==> src/rtl/state_log_reader.sv <==
// Timestamped change log for a debug state bus: every change of iDbgSt is queued
// as {timestamp, state} in a small FIFO and popped one entry at a time by a reader.
module state_log_reader #(
    parameter int BITS    = 8,
    parameter int TS_BITS = 16,
    parameter int DEPTH   = 8
) (
    input  logic                       iClk,
    input  logic                       iRst_n,
    input  logic                       iClear,
    input  logic [BITS-1:0]            iDbgSt,
    input  logic                       iRdReq,
    output logic [TS_BITS+BITS-1:0]    oRdData,
    output logic                       oRdValid,
    output logic                       oEmpty,
    output logic                       oFull,
    output logic                       oOverflow,
    output logic [$clog2(DEPTH):0]     oCount
);

    localparam int AW = $clog2(DEPTH);
    localparam int CW = AW + 1;
    localparam int EW = TS_BITS + BITS;

    logic [EW-1:0]      mem [DEPTH];
    logic [AW-1:0]      wr_ptr;
    logic [AW-1:0]      rd_ptr;
    logic [CW-1:0]      count_r;
    logic [CW-1:0]      count_nxt;
    logic               empty_r;
    logic               full_r;
    logic               overflow_r;
    logic [TS_BITS-1:0] ts;
    logic [BITS-1:0]    baseline;
    logic               armed;
    logic [EW-1:0]      rd_data_r;
    logic               rd_valid_r;

    logic change;
    logic pop;
    logic push;
    logic drop;

    // Read handshake: iRdReq is a one-cycle request; when the FIFO is not empty the
    // head entry appears on oRdData with oRdValid high for exactly the next cycle.
    // A request while empty is ignored and oRdData keeps its previous value.
    always_comb begin
        change    = armed && (iDbgSt != baseline);
        pop       = iRdReq && !empty_r;
        // A pop in the same cycle frees the slot, so a full FIFO can still accept.
        push      = change && (!full_r || pop);
        drop      = change && full_r && !pop;
        count_nxt = count_r;
        if (push && !pop) begin
            count_nxt = count_r + CW'(1);
        end else if (pop && !push) begin
            count_nxt = count_r - CW'(1);
        end
    end

    always_ff @(posedge iClk) begin
        if (push && !iClear) begin
            mem[wr_ptr] <= {ts, iDbgSt};
        end
    end

    always_ff @(posedge iClk or negedge iRst_n) begin
        if (!iRst_n) begin
            wr_ptr     <= '0;
            rd_ptr     <= '0;
            count_r    <= '0;
            empty_r    <= 1'b1;
            full_r     <= 1'b0;
            overflow_r <= 1'b0;
            ts         <= '0;
            baseline   <= '0;
            armed      <= 1'b0;
            rd_data_r  <= '0;
            rd_valid_r <= 1'b0;
        end else if (iClear) begin
            // Flush and re-baseline on the next edge; the last popped data is kept.
            wr_ptr     <= '0;
            rd_ptr     <= '0;
            count_r    <= '0;
            empty_r    <= 1'b1;
            full_r     <= 1'b0;
            overflow_r <= 1'b0;
            ts         <= '0;
            armed      <= 1'b0;
            rd_valid_r <= 1'b0;
        end else begin
            rd_valid_r <= pop;
            if (pop) begin
                rd_data_r <= mem[rd_ptr];
                rd_ptr    <= rd_ptr + AW'(1);
            end
            if (push) begin
                wr_ptr <= wr_ptr + AW'(1);
            end
            count_r <= count_nxt;
            empty_r <= (count_nxt == '0);
            full_r  <= (count_nxt == CW'(DEPTH));
            if (drop) begin
                overflow_r <= 1'b1;
            end
            if (!armed) begin
                armed    <= 1'b1;
                baseline <= iDbgSt;
            end else begin
                ts <= ts + TS_BITS'(1);
                // Baseline follows every change, including ones dropped on overflow.
                if (change) begin
                    baseline <= iDbgSt;
                end
            end
        end
    end

    assign oRdData   = rd_data_r;
    assign oRdValid  = rd_valid_r;
    assign oEmpty    = empty_r;
    assign oFull     = full_r;
    assign oOverflow = overflow_r;
    assign oCount    = count_r;

endmodule

==> config.mk <==
export PLATFORM = sky130hd
export DESIGN_NAME = state_log_reader
export DESIGN_NICKNAME = d
export VERILOG_FILES = /design/src/rtl/state_log_reader.sv
export SDC_FILE = /design/constraint.sdc
export NUM_CORES = 1
export LEC_CHECK = 0
export ABC_AREA = 1
export CAP_MARGIN = 20
export CORE_UTILIZATION = 60
export CTS_BUF_LIST = sky130_fd_sc_hd__clkbuf_4
export DETAILED_ROUTE_END_ITERATION = 16
export GPL_ROUTABILITY_DRIVEN = 0
export HOLD_SLACK_MARGIN = 0.06
export PLACE_DENSITY = 0.85
export SLEW_MARGIN = 25
export SYNTH_ARGS = -nofsm -noshare
export SYNTH_HDL_FRONTEND = slang
export SYNTH_SLANG_ARGS = --single-unit
==> constraint.sdc <==
create_clock -name iClk -period 5.3 [get_ports iClk]
set_input_delay 1.06 -clock iClk [delete_from_list [all_inputs] [get_ports iClk]]
set_output_delay 1.06 -clock iClk [all_outputs]
set_load 0.005 [all_outputs]
==> flow_metrics.py, run 1 <==
metrics = {
    "detailed_routing": {
        "first_iter_violations": 582,
        "viasPerCell": 5.86,
        "first_pass_iters": 5,
        "final_antenna_net_count": 0,
        "post_drt_wl_per_cell_um": 19.2,
        "wirelength_mm": 22.1,
        "vias": 6749,
        "drc_errors": 0,
    },
    "setup_path": {
        "cp-end-kind": "register",
        "worstPathCellList": "clkdlybuf4s50_1, inv_1, nand2_1, nand2_1, nand2_1, nor2_2, nand2_1, nand2_2, a21oi_2, nand2_1, inv_1, nand2_1, nor2_2, buf_4",
        "cp.required_ns": 5.64,
        "crit_fanout": 15,
        "slowest_delay_ns": 0.77,
        "r2r_cells": 11,
        "crit_end": "mem[2][20]",
        "startpoint": "iDbgSt[1]",
        "crit_family": "buffers and inverters",
        "rr_startpoint": "baseline[6]",
        "worstSetupPathType": "in2reg",
        "slowest_stage": "clkdlybuf4s50_1",
        "path_depth": 14,
        "worst-path-buf-inv": 4,
        "rr_endpoint": "mem[2][20]",
        "critical_path_arrival_ns": 3.87,
        "r2r_slack_ns": 2.57,
        "crit_path_frequent_cell": "nand2_1",
        "crit_path_start_kind": "input port",
    },
    "outcome": {
        "status": "finished, final reports clean",
    },
    "finish": {
        "syn_to_final_growth_pct": 14.0,
        "nets": 896,
        "drive_gt1_share_pct": 14.7,
        "fill_cells": 1046,
        "multi_input_area_um2": 2610,
        "regArea_um2": 7350,
    },
    "run": {
        "maxCapViolCount": 0,
    },
    "clock_network": {
        "cts_htree_levels": 2,
        "clk_latency_ns": 0.69,
        "numCtsBuffers": 60,
        "cts_sinks": 255,
        "cts_tree": "done",
        "clk_pin_slew_ns": 0.06,
        "cts_max_path_buffers": 3,
        "cts_setup_buffers": 0,
        "hold_buffers": 0,
        "cts_root_buf": "clkbuf_4",
        "cts.repair.resized": 0,
    },
    "timing": {
        "skew_ns": 0.0494,
        "fmax_mhz": 283,
        "slew_viol_final": 0,
        "setup-tns-final_ns": 0,
        "timing.final.crit_share_pct": 66.8,
        "worst_slack_ns": 1.76,
        "min_period_ns": 3.54,
        "hold_viol": 0,
        "slew_headroom_pct": 31.3,
        "grt_setup_unrepaired": "false",
        "setup_violations": 0,
        "tightest_slew_ns": 1.03,
    },
    "floorplan": {
        "dieArea_um2": 17700,
        "core_um2": 16600,
        "start_util_pct": 61.8,
        "ioPinCount": 44,
        "num_rows": 47,
        "dieWidth_um": 133,
        "fp.dieH_um": 133,
    },
    "worst_hold_path": {
        "hp-class": "in2async",
    },
    "synthesis": {
        "yosysWarnings": 0,
        "ys_ff_latch": 255,
        "synthCells": 800,
        "synth_cell_types": 39,
        "mappedNetlistNets": 817,
        "synth_area_um2": 10300,
        "synth_area_per_cell_um2": 12.9,
        "synth-seq-area-share_pct": 71.4,
    },
    "power_and_ir_drop": {
        "p_leak_nw": 4.34,
        "seqPwrFrac_pct": 53.5,
        "comb_power_share_pct": 10.8,
        "vdd_ir_drop_max_v": 0.000177,
        "intPower_w": 0.00328,
        "p_per_area_nw_per_um2": 370,
        "swShare_pct": 24.3,
        "p_clk_share_pct": 35.7,
        "power.switching_w": 0.00105,
    },
    "placed_design": {
        "hpwl_mm": 13.3,
        "port_buffers": 43,
        "dpl_worst_slack_ns": 1.15,
    },
    "global_route": {
        "grt_overflow": 0,
        "grt_max_degree": 68,
        "grt_use_total_pct": 26.1,
        "antenna_found_initial": 1,
        "grt_pass1_vias": 6790,
        "grt_pass1_wl_mm": 34.9,
    },
}
## worst reg2reg max path, stage by stage (launching register included)
cell	delay, ns
dfrtp_1	0.39
xnor2_1	0.13
nand2_1	0.09
nor2_2	0.04
nand2_1	0.10
nand2_2	0.12
a21oi_2	0.25
nand2_1	0.08
inv_1	0.11
nand2_1	0.17
nor2_2	0.51
buf_4	0.38
## synthesized netlist by cell type
cell type	count	area share, %
o22ai_1	8	0.49
clkinv_1	1	0.036
o221ai_1	41	3.5
nand2_1	113	4.1
xnor2_1	3	0.26
dfstp_2	1	0.26
and3_1	1	0.061
mux2_2	3	0.33
nand2_4	1	0.11
a31oi_1	3	0.18
nor2_1	86	3.1
a211oi_1	1	0.073
mux2i_1	40	3.9
inv_1	42	1.5
a21oi_2	1	0.085
buf_2	16	0.78
nor4_4	1	0.21
nand4_2	1	0.12
edfxtp_1	192	56
xor2_1	4	0.34
or2_0	1	0.061
nor3b_1	1	0.073
nand3_1	29	1.4
ha_1	5	0.61
buf_4	3	0.22
a21oi_1	12	0.58
nor3_1	19	0.92
nor4_1	1	0.061
nor2_2	6	0.37
clkbuf_1	22	0.80
inv_2	1	0.036
dfrtp_1	62	15
nand2_2	1	0.061
or2_1	1	0.061
nand3_2	3	0.29
nand4_1	1	0.061
nor2_4	2	0.22
o21ai_0	69	3.4
o21a_1	2	0.15
## placed cells by master (no fill, tap or decap), types with 29 or more instances in the layout
cell             Yosys  routed
nor2_1              86      78
o221ai_1            41      41
nand2_1            113     113
mux2i_1             40      40
edfxtp_1           192     192
dfrtp_1             62      60
clkdlybuf4s50_1      0      42
nand3_1             29      29
o21ai_0             69      69
clkbuf_4             0      87
inv_1               42      42
## state kept, by name (all words and copies together), names as in the netlist
register   cells
mem          192
rd_ptr         3
oFull          1
wr_ptr         3
oRdValid       1
baseline       8
oCount         4
oRdData       24
oEmpty         1
armed          1
oOverflow      1
ts            16
## worst min path at each step
stage	from	cells past startpoint	to
2_1_floorplan	oRdData[10]	2	oRdData[10]
3_3_place_gp	oRdData[23]	2	oRdData[23]
3_5_place_dp	oRdData[14]	2	oRdData[14]
4_1_cts	iRst_n	1	oCount[3]
5_1_grt	iRst_n	1	armed
6_report	iRst_n	1	oCount[0]
## power by group through the flow
stage / Combinational (W) / Clock, W / Sequential [W]
after floorplan: 0.000243 / 0 / 0.00234
after global placement: 0.000454 / 0 / 0.00236
after detailed placement: 0.000467 / 0 / 0.00236
after CTS: 0.000470 / 0.00157 / 0.00232
after global routing: 0.000519 / 0.00168 / 0.00233
final: 0.000467 / 0.00155 / 0.00232
## routing by layer
| layer | GRT usage, % | routed length, um | vias up |
|---|---|---|---|
| li1 | - | - | 3103 |
| met1 | 33.8 | 8770 | 3246 |
| met2 | 41.8 | 10800 | 341 |
| met3 | 6.02 | 1820 | 59 |
| met4 | 13.3 | 678 | 0 |
| met5 | 0 | 0 | - |
## per-stage QoR
step                hold slack (ns)  instances  instance area (um^2)  util, %  power, W
global placement              0.463       1037                 10900     65.7   0.00281
finish                        0.375       1151                 11700     70.4   0.00433
floorplan                     0.473        800                 10300        -   0.00258
CTS                           0.345       1150                 11700     70.4   0.00436
detailed placement            0.467       1037                 10900     65.7   0.00283
global route                  0.379       1151                 11700     70.4   0.00453
## kinds of logic after synthesis
| kind of cell | count (synthesis) | share of synthesized area, % |
|---|---|---|
| AOI/OAI and AO/OA | 137 | 8.41 |
| xor gates and xnor gates | 7 | 0.596 |
| adders and majority gates | 5 | 0.608 |
| buffers and inverters | 85 | 3.41 |
| DFF | 255 | 71.4 |
| muxes | 43 | 4.22 |
| and+or+nand+nor | 268 | 11.4 |
## area by class of cell
class,count,area share (%)
Timing Repair Buffer,58,4.59
Tap cell,220,2.35
Inverter,44,1.41
Sequential cell,255,62.7
Antenna cell,1,0.0214
Clock buffer,87,5.57
Multi-Input combinational cell,460,22.3
Clock inverter,26,1.08
Power figures use the tool's default switching activity.
==> run 2, diff against run 1 <==
CORE_UTILIZATION = 57   (was 60)
clock period = 2.9 ns   (was 5.3 ns; I/O delays follow)
==> flow_metrics.py, run 2 (same netlist as run 1, synthesis figures left out) <==
metrics = {
    "detailed_routing": {
        "drc_errors": 0,
        "viasPerCell": 5.88,
        "wirelength_mm": 22.8,
        "post_drt_wl_per_cell_um": 19.3,
        "first_pass_iters": 5,
        "final_antenna_net_count": 0,
        "first_iter_violations": 657,
        "vias": 6928,
    },
    "clock_network": {
        "numCtsBuffers": 59,
        "cts.repair.resized": 0,
        "cts_htree_levels": 2,
        "cts_root_buf": "clkbuf_4",
        "clk_pin_slew_ns": 0.08,
        "hold_buffers": 1,
        "clk_latency_ns": 0.68,
        "cts_setup_buffers": 0,
        "cts_sinks": 255,
        "cts_max_path_buffers": 3,
        "cts_tree": "done",
    },
    "finish": {
        "drive_gt1_share_pct": 17.6,
        "multi_input_area_um2": 2610,
        "final_common_cell": "edfxtp_1",
        "final_util_pct": 68.6,
        "fill_cells": 1144,
        "mostFrequentLayoutCells": "edfxtp_1 (192), nand2_1 (113), clkbuf_4 (97)",
        "regArea_um2": 7350,
        "syn_to_final_growth_pct": 16.6,
        "largest-register": "mem",
        "largest_reg_flops": 192,
        "nets": 920,
    },
    "timing": {
        "tightest_slew_ns": 0.696,
        "slew_headroom_pct": 53.3,
        "min_period_ns": 2.29,
        "hold_viol": 0,
        "fmax_mhz": 437,
        "slew_viol_final": 0,
        "grt_setup_unrepaired": "false",
        "timing.final.crit_share_pct": 78.9,
        "skew_ns": 0.0374,
        "setup_violations": 0,
        "setup-tns-final_ns": 0,
    },
    "setup_path": {
        "crit_family": "flip-flops",
        "r2r_cells": 6,
        "worstSetupPathType": "reg2out",
        "cp-end-kind": "primary output",
        "worstPathCellList": "clkdlybuf4s50_1",
        "r2r_slack_ns": 0.65,
        "critical_path_arrival_ns": 1.71,
        "rr_startpoint": "rd_ptr[0]",
        "worst-path-buf-inv": 1,
        "rr_endpoint": "oRdData[18]",
        "crit_fanout": 2,
        "slowest_delay_ns": 0.56,
        "slowest_stage": "dfstp_2",
        "crit_path_start_kind": "register",
        "cp.required_ns": 2.32,
    },
    "global_route": {
        "grt_use_total_pct": 25.8,
        "grt_max_degree": 63,
        "antenna_found_initial": 1,
        "grt_overflow": 0,
        "grt_pass1_vias": 6727,
        "grt_pass1_wl_mm": 35.5,
    },
    "worst_hold_path": {
        "hp-class": "in2async",
    },
    "floorplan": {
        "dieArea_um2": 18600,
        "core_um2": 17500,
        "dieWidth_um": 136,
        "start_util_pct": 58.8,
        "num_rows": 48,
        "ioPinCount": 44,
        "fp.dieH_um": 136,
    },
    "placed_design": {
        "hpwl_mm": 14.1,
        "port_buffers": 43,
    },
    "power_and_ir_drop": {
        "p_leak_nw": 4.47,
        "p_per_area_nw_per_um2": 667,
        "vdd_ir_drop_max_v": 0.000409,
    },
    "outcome": {
        "status": "finished, final reports clean",
    },
    "run": {
        "maxCapViolCount": 0,
    },
}
[run 2: power breakdown]
part	switching (W)	internal (W)
logic	0.000446	0.000448
registers	0.000150	0.00410
clock network	0.00135	0.00151
[run 2: per-layer routing]
metal  up-vias  GRT usage (%)  routed length [um]
met1      3318           34.7                8910
met2       412           41.2               11000
met4         0           9.94                 552
met3        48           5.82                2330
met5         -              0                   0
li1       3150              -                   -
[run 2: worst max-delay path by stage]
stage / from / endpoint / slack, ns / cells past startpoint
2_1_floorplan: iDbgSt[5] / mem[0][0] / 0.07 / 12
3_3_place_gp: iDbgSt[1] / mem[6][15] / 0.15 / 14
3_5_place_dp: iDbgSt[1] / mem[0][5] / 0.08 / 14
4_1_cts: oEmpty / oEmpty / 0.56 / 1
5_1_grt: rd_ptr[0] / oRdData[18] / 0.54 / 6
6_report: oEmpty / oEmpty / 0.61 / 1
[run 2: cell type report]
cell class | count | area share (%)
Tap cell | 225 | 2.35
Antenna cell | 1 | 0.0209
Inverter | 44 | 1.38
Multi-Input combinational cell | 460 | 21.8
Clock buffer | 97 | 6.07
Clock inverter | 14 | 0.438
Timing Repair Buffer | 83 | 6.70
Sequential cell | 255 | 61.3
[run 2: through the flow]
step | instance area, um^2 | total power, W | std cells | setup slack [ns] | hold slack [ns]
detailed placement | 11200 | 0.00521 | 1066 | 0.0819 | 0.466
CTS | 12000 | 0.00804 | 1178 | 0.561 | 0.446
finish | 12000 | 0.00800 | 1179 | 0.612 | 0.469
floorplan | 10300 | 0.00472 | 800 | 0.0664 | 0.284
global placement | 11200 | 0.00517 | 1066 | 0.155 | 0.461
global route | 12000 | 0.00833 | 1179 | 0.543 | 0.500
